File: config.mk
export PLATFORM = sky130hd
export DESIGN_NAME = trace_capture
export DESIGN_NICKNAME = d
export VERILOG_FILES = /design/src/rtl/trace_capture.sv
export SDC_FILE = /design/constraint.sdc
export NUM_CORES = 1
export LEC_CHECK = 0
export ABC_CLOCK_PERIOD_IN_PS = 6300
export CAP_MARGIN = 20
export CELL_PAD_IN_SITES_DETAIL_PLACEMENT = 1
export CELL_PAD_IN_SITES_GLOBAL_PLACEMENT = 1
export CORE_ASPECT_RATIO = 1.2
export CORE_UTILIZATION = 49
export CTS_CLUSTER_SIZE = 28
export DETAILED_ROUTE_END_ITERATION = 7
export GPL_TIMING_DRIVEN = 0
export PLACE_DENSITY = 0.85
export SLEW_MARGIN = 20
export SYNTH_ARGS = -nofsm -noshare
export SYNTH_HDL_FRONTEND = slang
export SYNTH_SLANG_ARGS = --single-unit
File: constraint.sdc
create_clock -name clk -period 6.3 [get_ports clk]
set_input_delay 1.575 -clock clk [delete_from_list [all_inputs] [get_ports clk]]
set_output_delay 1.575 -clock clk [all_outputs]
set_load 0.1 [all_outputs]
File: src/rtl/trace_capture.sv
// Instruction trace capture: arm, trigger on an opcode, then log POST_COUNT retire records into a FWFT FIFO.
// Records are stored one edge after retirement; the head is visible the cycle after that, and records produced while full are dropped and flagged.
module trace_capture #(
   parameter int DEPTH      = 16,
   parameter int POST_COUNT = 12
) (
   input  logic                    clk,
   input  logic                    rst,
   input  logic                    in_valid,
   input  logic [7:0]              in_pc,
   input  logic [5:0]              in_opcode,
   input  logic [31:0]             in_result,
   input  logic                    arm,
   input  logic                    clear,
   input  logic [5:0]              trig_opcode,
   output logic                    out_valid,
   input  logic                    out_ready,
   output logic [7:0]              out_pc,
   output logic [5:0]              out_opcode,
   output logic [31:0]             out_result,
   output logic [15:0]             out_stamp,
   output logic [$clog2(DEPTH):0]  count,
   output logic [1:0]              state,
   output logic                    overflow
);
   localparam int AW = $clog2(DEPTH);

   typedef struct packed {
      logic [7:0]  pc;
      logic [5:0]  opcode;
      logic [31:0] result;
      logic [15:0] stamp;
   } rec_t;

   typedef enum logic [1:0] {
      IDLE    = 2'b00,
      ARMED   = 2'b01,
      CAPTURE = 2'b10,
      STOPPED = 2'b11
   } state_t;

   rec_t          mem_q [DEPTH];
   state_t        state_q, state_d;
   logic [AW-1:0] wr_ptr_q, wr_ptr_d;
   logic [AW-1:0] rd_ptr_q, rd_ptr_d;
   logic [AW:0]   count_q, count_d;
   logic          overflow_q, overflow_d;
   logic [15:0]   stamp_q, stamp_d;
   logic [15:0]   prod_q, prod_d;

   logic          trig_hit, produce, full, wr_en, pop;
   rec_t          wr_rec, head_rec;

   always_comb begin
      trig_hit = in_valid && (in_opcode == trig_opcode);
      produce  = ((state_q == ARMED) && trig_hit) || ((state_q == CAPTURE) && in_valid);
      // Fullness is judged on the pre-pop occupancy, so a same-cycle read never frees a slot.
      full     = (count_q == (AW+1)'(DEPTH));
      wr_en    = produce && !full && !clear;
      pop      = (count_q != '0) && out_ready && !clear;

      wr_rec.pc     = in_pc;
      wr_rec.opcode = in_opcode;
      wr_rec.result = in_result;
      wr_rec.stamp  = (state_q == ARMED) ? 16'd0 : stamp_q;

      state_d    = state_q;
      wr_ptr_d   = wr_ptr_q;
      rd_ptr_d   = rd_ptr_q;
      count_d    = count_q;
      overflow_d = overflow_q;
      stamp_d    = stamp_q;
      prod_d     = prod_q;

      if (clear) begin
         state_d    = IDLE;
         wr_ptr_d   = '0;
         rd_ptr_d   = '0;
         count_d    = '0;
         overflow_d = 1'b0;
         stamp_d    = '0;
         prod_d     = '0;
      end else begin
         if (wr_en) wr_ptr_d = wr_ptr_q + 1'b1;
         if (pop)   rd_ptr_d = rd_ptr_q + 1'b1;
         case ({wr_en, pop})
            2'b10:   count_d = count_q + 1'b1;
            2'b01:   count_d = count_q - 1'b1;
            default: count_d = count_q;
         endcase
         if (produce && full) overflow_d = 1'b1;

         case (state_q)
            IDLE: begin
               if (arm) state_d = ARMED;
            end
            ARMED: begin
               if (trig_hit) begin
                  prod_d  = 16'd1;
                  stamp_d = 16'd1;
                  state_d = (POST_COUNT == 1) ? STOPPED : CAPTURE;
               end
            end
            CAPTURE: begin
               if (stamp_q != 16'hFFFF) stamp_d = stamp_q + 16'd1;
               // Idle retire slots advance time but not the record budget.
               if (in_valid) begin
                  prod_d = prod_q + 16'd1;
                  if (prod_q == 16'(POST_COUNT - 1)) state_d = STOPPED;
               end
            end
            default: ;
         endcase
      end
   end

   always_ff @(posedge clk or posedge rst) begin
      if (rst) begin
         state_q    <= IDLE;
         wr_ptr_q   <= '0;
         rd_ptr_q   <= '0;
         count_q    <= '0;
         overflow_q <= 1'b0;
         stamp_q    <= '0;
         prod_q     <= '0;
      end else begin
         state_q    <= state_d;
         wr_ptr_q   <= wr_ptr_d;
         rd_ptr_q   <= rd_ptr_d;
         count_q    <= count_d;
         overflow_q <= overflow_d;
         stamp_q    <= stamp_d;
         prod_q     <= prod_d;
      end
   end

   always_ff @(posedge clk) begin
      if (wr_en) mem_q[wr_ptr_q] <= wr_rec;
   end

   assign head_rec   = mem_q[rd_ptr_q];
   assign out_valid  = (count_q != '0);
   assign out_pc     = head_rec.pc;
   assign out_opcode = head_rec.opcode;
   assign out_result = head_rec.result;
   assign out_stamp  = head_rec.stamp;
   assign count      = count_q;
   assign state      = state_q;
   assign overflow   = overflow_q;

endmodule

; ---- After elaboration in Yosys (flattened, before gate mapping)
; Memories as Yosys holds them, arrays and structs flattened.
; Cells that the tools add are included.
[word_totals]
word_cells = 73
output_inout_bits = 71
ff_bits = 48
mem_count = 1
input_bits = 58
latchBits = 0
rom_bits = 0
ram_bits = 992
[mem_list]
columns = name, words, width, read_ports, rd_ports_with_merged_regs, write_ports, line
row1 = mem_q, 16, 62, 1, 0, 1, 42  ; rec_t mem_q [DEPTH];
[op_classes]
n_reduce_logical = 22
n_div = 0
multipliers = 0
muxes = 24
bitwise = 0
magnitude_cmp = 0
n_addsub = 6
n_eq_ne = 13
shifts = 0
[op_table]
columns = cell, n
row1 = 16-bit two-way mux, 6
row2 = 16-bit case mux with 2 select lines, 2
row3 = "16-bit by 1-bit adder with 16-bit output, second input constant", 2
row4 = "16-bit by 4-bit == test with 1-bit output, second input constant", 1
row5 = 4-bit two-way mux, 4
row6 = "16-bit inequality test, second input constant", 1
row7 = 2-bit two-way mux, 5
row8 = 5-bit case mux with 2 select lines, 1
row9 = "3-bit inequality test, second input constant", 3
row10 = "4-bit by 1-bit adder with 4-bit output, second input constant", 2
row11 = 1-bit logical AND, 8
row12 = 6-bit == test, 1
row13 = "3-bit by 2-bit inequality test with 1-bit output, second input constant", 2
row14 = 2-bit case mux with 3 select lines, 1
row15 = 3-bit AND reduction, 2
row16 = 2-bit nonzero test, 3
row17 = 3-bit nonzero test, 2
row18 = "5-bit by 1-bit adder with 5-bit output, second input constant", 1
row19 = "5-bit == test, second input constant", 1
row20 = 5-bit two-way mux, 1
row21 = 5-bit AND reduction, 1
row22 = 5-bit nonzero test, 1
row23 = "5-bit by 1-bit subtractor with 5-bit output, second input constant", 1
row24 = "2-bit by 1-bit == test with 1-bit output, second input constant", 2
row25 = other kinds (6), 11

; ---- Depth between registers and ports, before layout
[depth]
depth_word = 9
ltp_mapped = 15
depth_no_buf = 14

; ---- Worst setup path after synthesis
; OpenSTA, ideal clock, no wires.
[synth_timing]
path_kind = input to register
start = input trig_opcode[0]
end = memory mem_q[0][0] (netlist bit) (enable)
t_arrival_ns = 6.899
path_stages = 6
setup_slack_ns = -1.157
path_buffers = 0
required_time_ns = 5.742
setup_time_ns = 0.558
path_cell_list = xor2_1 nor3_4 a31oi_1 nor3_1 nand2_1 nor3_1
[synth_via]
elab_chain_len = 8
[synth_lines]
columns = element, line
row1 = "start, declared", 15  ; input logic [5:0] trig_opcode,
row2 = 6-bit == test, 55  ; trig_hit = in_valid && (in_opcode == trig_opcode);
row3 = 1-bit logical AND, 55
row4 = 1-bit logical AND, 56  ; produce = ((state_q == ARMED) && trig_hit) || ((state_q == CAPTURE) && in_valid);
row5 = 1-bit logical OR, 56
row6 = 1-bit logical AND (2 in series), 59  ; wr_en = produce && !full && !clear;
row7 = 1-bit two-way mux, 138  ; if (wr_en) mem_q[wr_ptr_q] <= wr_rec;
row8 = 1-bit two-way mux (implied by the code), 138
row9 = "end, declared", 42
; No other way between the ends.

; ---- Worst setup path in the final report
[layout_timing]
start = register rd_ptr_q[0]
end = output out_pc[7]
[layout_via]
elab_chain_len = 1
[layout_lines]
columns = element, line
row1 = "start, declared", 45  ; logic [AW-1:0] rd_ptr_q, rd_ptr_d;
row2 = "start signal, assigned", 129  ; rd_ptr_q <= rd_ptr_d;
row3 = memory 16 x 62 bit, --
row4 = "end, declared", 18  ; output logic [7:0] out_pc,
; No other way between the ends.

==> impl_metrics.env <==
export IMPL_whs_ns=0.549
export IMPL_syn_area_per_cell_sq_um=23.2
export IMPL_area_growth_syn_to_layout_pct=18.0
export IMPL_max_cap_violations=0
export IMPL_min_path_type="reg -> reg"
export IMPL_crit_required_ns=4.72
export IMPL_portBuffers=127
export IMPL_worst_ep_arrival_time_ns=4.55
export IMPL_hold_viol=0
export IMPL_start_kind="register"
export IMPL_violations="design-rule violations"
export IMPL_slew_violations=0
export IMPL_grt_util_all_layers_pct=28.3
export IMPL_first_iter_violations=2940
export IMPL_num_vias=21100
export IMPL_final_min_clock_period_ns=6.13
export IMPL_vias_per_cell=6.69
export IMPL_avgRoutedWirePerCell_microns=37.5
export IMPL_leakage_nw=14.8
export IMPL_synth_edf_count=992
export IMPL_worst_path_max_fanout=10
export IMPL_gp_congestion=0.764
export IMPL_finClkSkew_ns=0.0241
export IMPL_fin_setup_tns_ns=0
export IMPL_end_kind="primary output"
export IMPL_grt_max_degree=28
export IMPL_clock_sinks=1040
export IMPL_power_density_nw_per_um2=358
export IMPL_synthArstFlopShare_pct=4.62
export IMPL_placed_cell_area_sq_um=44200
export IMPL_final_period_utilization_pct=97.2
export IMPL_dieHeight_microns=316
export IMPL_synth_warnings=0
export IMPL_clockRootBuffer="clkbuf_16"
export IMPL_path_class="reg -> out"
export IMPL_worst_r2r_setup_slack_ns=2.25
export IMPL_final_util_pct=58.6
export IMPL_wl_mm=118
export IMPL_finalNonFillerCells=3151
export IMPL_grt_pass1_wl_mm=164
export IMPL_clock_path_buffers=3
export IMPL_syn_area_sq_um=40200
export IMPL_ys_ff_latch=1040
export IMPL_clk_latency_ns=0.67
export IMPL_ir_drop_v=0.000447
export IMPL_status="finished, violations left"
export IMPL_final_common_cell="edfxtp_1"
export IMPL_drive_above_1_share_pct=28.3
export IMPL_fmax_ghz=0.163
export IMPL_synthFlopType="edfxtp_1"
export IMPL_fp_row_count=114
export IMPL_die_area_sq_um=83100
export IMPL_ioPinCount=129
export IMPL_dp_hpwl_mm=67.6
export IMPL_grt_setup_unrepaired="false"
export IMPL_final_cell_mix="992 x edfxtp_1, 310 x mux4_2, 100 x clkbuf_16"
export IMPL_slew_headroom_pct=16.7
export IMPL_start_util_pct=49.7
export IMPL_synth_nets=1801
export IMPL_grt_pass1_vias=22300
export IMPL_first_pass_iters=8
export IMPL_ant_nets=0
export IMPL_cts_tree="yes"
export IMPL_antenna_found_initial=9
export IMPL_nets=2093
export IMPL_cts_buffers=95
export IMPL_htreeDepth=3
export IMPL_setup_violations=0
export IMPL_die_w_microns=263
export IMPL_yosysUniqueCellTypes=49
export IMPL_design_area_sq_um=47400
export IMPL_clk_pin_slew_ns=0.07
export IMPL_ys_seq_area_share_pct=77.1
export IMPL_core_sq_um=80900
export IMPL_syn_instance_count=1729
export IMPL_dp_cells=2966
export IMPL_grt_overflow=0
export IMPL_route_detailed_drc=2
export IMPL_holdBufCountCts=0
export IMPL_max_slew_worst_pin_slew_ns=1.25
==> final cells by class <==
| cell class | instances | area, sq um |
|---|---|---|
| Clock buffer | 121 | 2590 |
| Multi-Input combinational cell | 588 | 8900 |
| Timing Repair Buffer | 195 | 2580 |
| Sequential cell | 1040 | 31000 |
| Fill cell | 6626 | 33500 |
| Tap cell | 1044 | 1310 |
| Inverter | 14 | 52.6 |
| Buffer | 87 | 408 |
| Clock inverter | 55 | 558 |
| Antenna cell | 7 | 17.5 |
==> logic make-up after synthesis <==
logic type      count (synthesis)  share of synthesized area [%]
compound gates                 55                          0.841
xor+xnor                       31                          0.676
fa+ha+maj                      14                          0.455
buf+inv                       101                           1.07
flops                        1040                           77.1
mux                           314                           17.5
simple gates                  174                           2.34
==> metrics by stage <==
stage          power (mW)  worst slack (ns)
6_report             17.0             0.174
5_1_grt              17.3            0.0661
3_3_place_gp         11.0             -4.09
3_5_place_dp         11.1             0.243
4_1_cts              17.0            -0.236
2_1_floorplan        10.2             0.504
==> power breakdown <==
| group | total, mW | leakage (nW) | switching [mW] | internal [mW] |
|---|---|---|---|---|
| sequential | 7.66 | 9.61 | 0.0503 | 7.61 |
| combinational | 3.33 | 3.66 | 2.23 | 1.10 |
| clock | 5.99 | 1.53 | 2.63 | 3.37 |
==> registers in the layout (all words and copies together) (netlist names) <==
signal,cells
mem_q,992
state,2
wr_ptr_q,4
count,5
rd_ptr_q,4
stamp_q,16
overflow,1
prod_q,16
==> critical path, stage by stage, from the launching register on <==
cell and delay [ns]:
dfrtp_1 0.44, clkbuf_1 0.47, clkbuf_1 0.59, buf_2 0.53, mux4_2 0.62, mux4_2 0.58, dlygate4sd2_1 0.63
==> final timing paths <==
check                            start      endpoint  depth (start not counted)
setup / recovery           rd_ptr_q[0]     out_pc[7]                          6
setup reg to reg              state[0]  mem_q[8][20]                         12
hold reg to reg               overflow      overflow                          2
hold / removal                overflow      overflow                          2
min in group asynchronous          rst    stamp_q[0]                          2
max in group asynchronous          rst      count[3]                          3
==> cells in the mapped netlist, types with 3 or more instances <==
| cell | instances | area (sq um) |
|---|---|---|
| a21o_1 | 3 | 22.5 |
| a21oi_1 | 19 | 95.1 |
| and3_1 | 6 | 37.5 |
| buf_1 | 8 | 30.0 |
| buf_2 | 28 | 140 |
| clkbuf_1 | 48 | 180 |
| dfrtp_1 | 48 | 1200 |
| edfxtp_1 | 992 | 29800 |
| ha_1 | 13 | 163 |
| inv_1 | 14 | 52.6 |
| mux4_2 | 310 | 6980 |
| nand2_1 | 25 | 93.8 |
| nand2b_1 | 6 | 37.5 |
| nand3_1 | 15 | 75.1 |
| nand4_1 | 7 | 43.8 |
| nor2_1 | 44 | 165 |
| nor2b_1 | 19 | 119 |
| nor3_1 | 16 | 80.1 |
| nor3b_1 | 5 | 37.5 |
| nor4_1 | 6 | 37.5 |
| nor4b_2 | 3 | 45.0 |
| o21ai_0 | 12 | 60.1 |
| o21ai_1 | 7 | 35.0 |
| o41ai_1 | 3 | 26.3 |
| or3_1 | 10 | 62.6 |
| xnor2_1 | 25 | 219 |
| xor2_1 | 6 | 52.6 |
==> what timing repair did <==
action	4_1_cts	5_1_grt
gates cloned	0	0
buffers inserted	0	0
setup endpoints to repair	62	9
resized for setup	63	13
==> layer usage <==
metal / global-route usage [%] / up-vias / share of wire (%)
met3: 5.34 / 264 / 9.9
met2: 48.0 / 1620 / 51
met4: 12.6 / 6 / 3.6
met5: 0 / - / 0.023
li1: - / 7931 / -
met1: 35.9 / 11300 / 35
No activity file was read; power rests on OpenSTA's default activity.
